## src/rtl/otter_id_ex_reg.sv

```systemverilog
// OTTER ID/EX pipeline register: WB->ID capture bypass, load-use stall/bubble, EX operand forwarding; 1-cycle latency.
// STALL holds PC and IF/ID for one cycle per load-use pair; define OTTER_STALL_CNT_EN to enable the STALL_COUNT counter.
module otter_id_ex_reg #(
  parameter int ALU_FUN_W = 4,
  parameter int XLEN      = 32
) (
  input  logic                 CLK,
  input  logic                 RST,
  input  logic                 ID_VALID,
  input  logic [XLEN-1:0]      ID_PC,
  input  logic [4:0]           ID_RS1_ADR,
  input  logic [4:0]           ID_RS2_ADR,
  input  logic [4:0]           ID_RD_ADR,
  input  logic                 ID_USES_RS1,
  input  logic                 ID_USES_RS2,
  input  logic [XLEN-1:0]      ID_RS1_DATA,
  input  logic [XLEN-1:0]      ID_RS2_DATA,
  input  logic [XLEN-1:0]      ID_IMM,
  input  logic                 ID_RF_WE,
  input  logic                 ID_MEM_RD,
  input  logic                 ID_MEM_WE,
  input  logic [ALU_FUN_W-1:0] ID_ALU_FUN,
  input  logic [4:0]           MEM_RD_ADR,
  input  logic                 MEM_RF_WE,
  input  logic                 MEM_MEM_RD,
  input  logic [XLEN-1:0]      MEM_FWD_DATA,
  input  logic [4:0]           WB_RD_ADR,
  input  logic                 WB_RF_WE,
  input  logic [XLEN-1:0]      WB_DATA,
  input  logic                 FLUSH,
  output logic                 STALL,
  output logic                 EX_VALID,
  output logic [XLEN-1:0]      EX_PC,
  output logic [XLEN-1:0]      EX_IMM,
  output logic [4:0]           EX_RS1_ADR,
  output logic [4:0]           EX_RS2_ADR,
  output logic [4:0]           EX_RD_ADR,
  output logic                 EX_RF_WE,
  output logic                 EX_MEM_RD,
  output logic                 EX_MEM_WE,
  output logic [ALU_FUN_W-1:0] EX_ALU_FUN,
  output logic [XLEN-1:0]      EX_RS1,
  output logic [XLEN-1:0]      EX_RS2,
  output logic [31:0]          STALL_COUNT
);

  typedef struct packed {
    logic                 valid;
    logic [XLEN-1:0]      pc;
    logic [XLEN-1:0]      imm;
    logic [XLEN-1:0]      rs1;
    logic [XLEN-1:0]      rs2;
    logic [4:0]           rs1_adr;
    logic [4:0]           rs2_adr;
    logic [4:0]           rd_adr;
    logic                 rf_we;
    logic                 mem_rd;
    logic                 mem_we;
    logic [ALU_FUN_W-1:0] alu_fun;
  } ex_t;

  ex_t  ex_q;
  ex_t  ex_d;
  logic hz;
  logic wb_cap_rs1;
  logic wb_cap_rs2;
  logic mem_fwd_rs1;
  logic mem_fwd_rs2;
  logic wb_fwd_rs1;
  logic wb_fwd_rs2;

  // The load result is only available from MEM/WB, so the consumer must wait one cycle.
  assign hz = ID_VALID && ex_q.valid && ex_q.mem_rd && (ex_q.rd_adr != 5'd0) &&
              ((ID_USES_RS1 && (ID_RS1_ADR == ex_q.rd_adr)) ||
               (ID_USES_RS2 && (ID_RS2_ADR == ex_q.rd_adr)));
  assign STALL = hz && !FLUSH;

  // The register file has no write-through, so the WB write is bypassed here.
  assign wb_cap_rs1 = WB_RF_WE && (WB_RD_ADR != 5'd0) && (WB_RD_ADR == ID_RS1_ADR);
  assign wb_cap_rs2 = WB_RF_WE && (WB_RD_ADR != 5'd0) && (WB_RD_ADR == ID_RS2_ADR);

  always_comb begin
    ex_d = '0;
    if (!FLUSH && !STALL) begin
      ex_d.valid   = ID_VALID;
      ex_d.pc      = ID_PC;
      ex_d.imm     = ID_IMM;
      ex_d.rs1     = wb_cap_rs1 ? WB_DATA : ID_RS1_DATA;
      ex_d.rs2     = wb_cap_rs2 ? WB_DATA : ID_RS2_DATA;
      ex_d.rs1_adr = ID_RS1_ADR;
      ex_d.rs2_adr = ID_RS2_ADR;
      ex_d.rd_adr  = ID_RD_ADR;
      ex_d.rf_we   = ID_VALID && ID_RF_WE;
      ex_d.mem_rd  = ID_VALID && ID_MEM_RD;
      ex_d.mem_we  = ID_VALID && ID_MEM_WE;
      ex_d.alu_fun = ID_ALU_FUN;
    end
  end

  always_ff @(posedge CLK) begin
    if (RST) begin
      ex_q <= '0;
    end else begin
      ex_q <= ex_d;
    end
  end

  // A load in EX/MEM has no data yet; its value is picked up from MEM/WB instead.
  assign mem_fwd_rs1 = MEM_RF_WE && !MEM_MEM_RD && (MEM_RD_ADR != 5'd0) && (MEM_RD_ADR == ex_q.rs1_adr);
  assign mem_fwd_rs2 = MEM_RF_WE && !MEM_MEM_RD && (MEM_RD_ADR != 5'd0) && (MEM_RD_ADR == ex_q.rs2_adr);
  assign wb_fwd_rs1  = WB_RF_WE && (WB_RD_ADR != 5'd0) && (WB_RD_ADR == ex_q.rs1_adr);
  assign wb_fwd_rs2  = WB_RF_WE && (WB_RD_ADR != 5'd0) && (WB_RD_ADR == ex_q.rs2_adr);

  assign EX_RS1 = mem_fwd_rs1 ? MEM_FWD_DATA : (wb_fwd_rs1 ? WB_DATA : ex_q.rs1);
  assign EX_RS2 = mem_fwd_rs2 ? MEM_FWD_DATA : (wb_fwd_rs2 ? WB_DATA : ex_q.rs2);

  assign EX_VALID   = ex_q.valid;
  assign EX_PC      = ex_q.pc;
  assign EX_IMM     = ex_q.imm;
  assign EX_RS1_ADR = ex_q.rs1_adr;
  assign EX_RS2_ADR = ex_q.rs2_adr;
  assign EX_RD_ADR  = ex_q.rd_adr;
  assign EX_RF_WE   = ex_q.rf_we;
  assign EX_MEM_RD  = ex_q.mem_rd;
  assign EX_MEM_WE  = ex_q.mem_we;
  assign EX_ALU_FUN = ex_q.alu_fun;

`ifdef OTTER_STALL_CNT_EN
  logic [31:0] stall_cnt;

  always_ff @(posedge CLK) begin
    if (RST) begin
      stall_cnt <= '0;
    end else if (STALL) begin
      stall_cnt <= stall_cnt + 32'd1;
    end
  end

  assign STALL_COUNT = stall_cnt;
`else
  assign STALL_COUNT = '0;
`endif

endmodule
```

## config.mk

```make
export PLATFORM = sky130hd
export DESIGN_NAME = otter_id_ex_reg
export DESIGN_NICKNAME = d
export VERILOG_FILES = /design/src/rtl/otter_id_ex_reg.sv
export SDC_FILE = /design/constraint.sdc
export NUM_CORES = 1
export LEC_CHECK = 0
export BUFFER_PORTS_ARGS = -buffer_cell sky130_fd_sc_hd__buf_2
export CAP_MARGIN = 10
export CORE_MARGIN = 2
export CORE_UTILIZATION = 30
export DETAILED_ROUTE_END_ITERATION = 8
export HOLD_SLACK_MARGIN = 0.15
export PLACE_DENSITY = 0.64
export SETUP_SLACK_MARGIN = 0.2
export SLEW_MARGIN = 10
export SYNTH_ARGS = -nofsm -noshare
export SYNTH_HDL_FRONTEND = slang
export SYNTH_SLANG_ARGS = --single-unit
```

## constraint.sdc

```tcl
create_clock -name CLK -period 4.3 [get_ports CLK]
set_input_delay 0.86 -clock CLK [delete_from_list [all_inputs] [get_ports CLK]]
set_output_delay 0.86 -clock CLK [all_outputs]
set_load 0.1 [all_outputs]
```

==> impl_metrics.yaml <==
floorplanning:
  dieHeight_um: 184
  rows: 65
  start_util_pct: 30.5
  die_w_um: 184
  core_area_mm2: 0.0317
  die-area_mm2: 0.0337
  pin_count: 417
cts:
  cts.sinks: 151
  clkLatencyLatePin_ns: 0.43
  clk_path_buf_depth: 2
  root_buffer: "clkbuf_16"
  cts_resized: 0
  cts_tree: "built"
  htree_levels: 4
  holdBufCountCts: 0
  postCtsSetupBuffers: 0
  cts_buffers: 17
  path_clk_slew_ns: 0.07
setup_path:
  arrival_ns: 2.93
  crit_path_max_fanout: 43
  cp.required_ns: 3.44
  critical_path_class: "in2out"
  cp-end-kind: "primary output"
  cp-start-kind: "input port"
timing:
  hold_viol: 0
  tightest_slew_ns: 0.934
  holdWs_ns: 0.638
  final_max_slew_viol_count: 0
  fin_setup_tns_ns: 0
  rsz0062_at_grt: "no"
  fin_crit_ns: 3.79
  finalSetupViolCount: 0
  max_freq_mhz: 264
  period_share_pct: 88.3
  finClkSkew_ns: 0.0114
  setup_slack_ns: 0.505
  relSlewSlack_pct: 37.7
routing:
  ant_nets: 0
  vias_per_cell: 5.91
  post-route-drc-count: 0
  firstDrtPassIters: 5
  vias: 10274
  wire_per_inst_um: 23.4
  routed_wirelength_um: 40600
  drt_iter0_markers: 861
finish:
  fillers: 3133
  num-nets-final: 1550
  syn2layout_area_growth_pct: 34.5
  layout-drive-gt1-share_pct: 44.0
synth:
  ys.flop_type: "dfxtp_1"
  syn_area_per_cell_um2: 8.55
  synth_edf_count: 0
  async_flop_share_pct: 0
  yosysUniqueCellTypes: 35
  yosysSeqAreaShare_pct: 31.2
  ys_warn_count: 0
  netlist_area_mm2: 0.00969
  synthCells: 1133
  synth_seq_cells: 151
global_routing:
  grt_pass1_vias: 10408
  grt_antenna_before_repair: 6
  gr-usage-all-layers_pct: 23.4
  grt_pass1_wl_um: 60500
  grt_max_degree: 152
  grt_overflow_total: 0
placement:
  dp_hpwl_um: 27600
  port_buffers: 384
  pre_cts_ws_ns: 0.537
  place.gp.congestion: 0.834
pwr:
  powerDensity_mw_per_mm2: 359
  power.total_mw: 4.67
  cellLeakagePower_nw: 5.01
  vdd_drop_max_v: 0.000205
job:
  maxCapViolCount: 0
worst_hold_path:
  hold_class: "in2reg"
run_status:
  outcome: "complete, no violations"
## cell usage after synthesis (2+ instances only)
| cell | count | area share [%] |
|---|---|---|
| or3_1 | 2 | 0.13 |
| clkbuf_1 | 100 | 3.9 |
| buf_4 | 122 | 9.5 |
| nand2_1 | 9 | 0.35 |
| o31ai_1 | 128 | 9.9 |
| nand3_1 | 7 | 0.36 |
| buf_8 | 6 | 0.93 |
| nor4_1 | 64 | 4.1 |
| a211oi_1 | 87 | 6.7 |
| a221oi_2 | 56 | 8.7 |
| dfxtp_1 | 151 | 31 |
| or2_2 | 3 | 0.19 |
| xor2_1 | 4 | 0.36 |
| inv_1 | 84 | 3.3 |
| nor2_1 | 3 | 0.12 |
| and3_1 | 4 | 0.26 |
| and2_1 | 2 | 0.13 |
| a31oi_1 | 64 | 4.1 |
| xnor2_1 | 36 | 3.3 |
| nand4_1 | 130 | 8.4 |
| buf_2 | 36 | 1.9 |
| a221oi_1 | 8 | 0.72 |
| buf_6 | 2 | 0.23 |
| buf_1 | 14 | 0.54 |
## placed cells by master (no fill, tap or decap), types with 8 or more instances in the layout
cell / synthesis / final
buf_2: 36 / 320
dfxtp_1: 151 / 151
nand4_1: 130 / 130
o31ai_1: 128 / 128
a211oi_1: 87 / 87
inv_1: 84 / 84
buf_12: 0 / 73
nor4_1: 64 / 64
a31oi_2: 0 / 64
a221oi_2: 56 / 56
xnor2_1: 36 / 36
conb_1: 1 / 32
buf_4: 122 / 21
clkbuf_16: 0 / 17
nand2_1: 9 / 9
a221oi_1: 8 / 8
## sequential cells by signal, indices dropped and copies added, names as in the netlist
| register | count |
|---|---|
| EX_ALU_FUN | 4 |
| EX_IMM | 32 |
| EX_MEM_RD | 1 |
| EX_MEM_WE | 1 |
| EX_PC | 32 |
| EX_RD_ADR | 5 |
| EX_RF_WE | 1 |
| EX_RS1_ADR | 5 |
| EX_RS2_ADR | 5 |
| EX_VALID | 1 |
| ex_q | 64 |
## path summary, 6_finish.rpt
kind,endpoint,depth (start not counted),slack (ns),from
worst max register to register,ex_q[23]$_SDFF_PP0_,5,2.01,EX_RD_ADR[1]$_SDFF_PP0_
worst min-delay path,EX_IMM[30]$_SDFF_PP0_,3,0.64,ID_IMM[30]
worst max-delay path,EX_RS1[29],7,0.51,WB_RD_ADR[1]
worst min register to register,EX_VALID$_SDFF_PP0_,4,1.11,EX_VALID$_SDFF_PP0_
## critical path: stages
cell	delay, ns
buf_2	0.14
or4_4	0.57
o21ai_4	0.18
buf_4	0.47
o31ai_1	0.18
a31oi_2	0.28
buf_12	0.21
## final cells by class
cell class	count	area, µm²	share of cell area, %
Inverter	84	315	2.42
Antenna cell	5	12.5	0.0960
Multi-Input combinational cell	649	5320	40.8
Clock inverter	15	214	1.64
Tap cell	402	503	3.86
Timing Repair Buffer	414	3220	24.7
Sequential cell	151	3020	23.2
Clock buffer	17	425	3.26
## power breakdown
group          switching [mW]  leakage, nW  internal (mW)
registers              0.0249         1.24           1.46
logic                    1.15         3.47          0.382
clock network           0.675        0.305          0.988
total                    1.85         5.01           2.83
## through the flow
stage	instances	area (µm²)	utilization, %
finish	1737	13000	41.1
global placement	1700	12400	39.0
global route	1734	13000	41.1
floorplan	1164	10200	-
CTS	1732	13000	41.1
detailed placement	1700	12400	39.0
## per-layer routing
layer  up-vias  wire, µm  global-route usage, %
met1      4935     16300                   28.4
met2       634     19300                   39.8
met5         -        22                      0
met3       104      3670                   5.09
li1       4597         -                      -
met4         4      1350                   9.92
## cells by family (layout without fill, tap and decap cells)
family	Yosys count	after routing	synth area share, %
buffers and inverters	364	530	20.1
AO/OA/AOI/OAI	348	348	30.5
AND/OR/NAND/NOR	229	229	14.5
flip-flops	151	151	31.2
XOR/XNOR	40	40	3.62
other	1	37	0.0387
No activity file was read; power rests on OpenSTA's default activity.
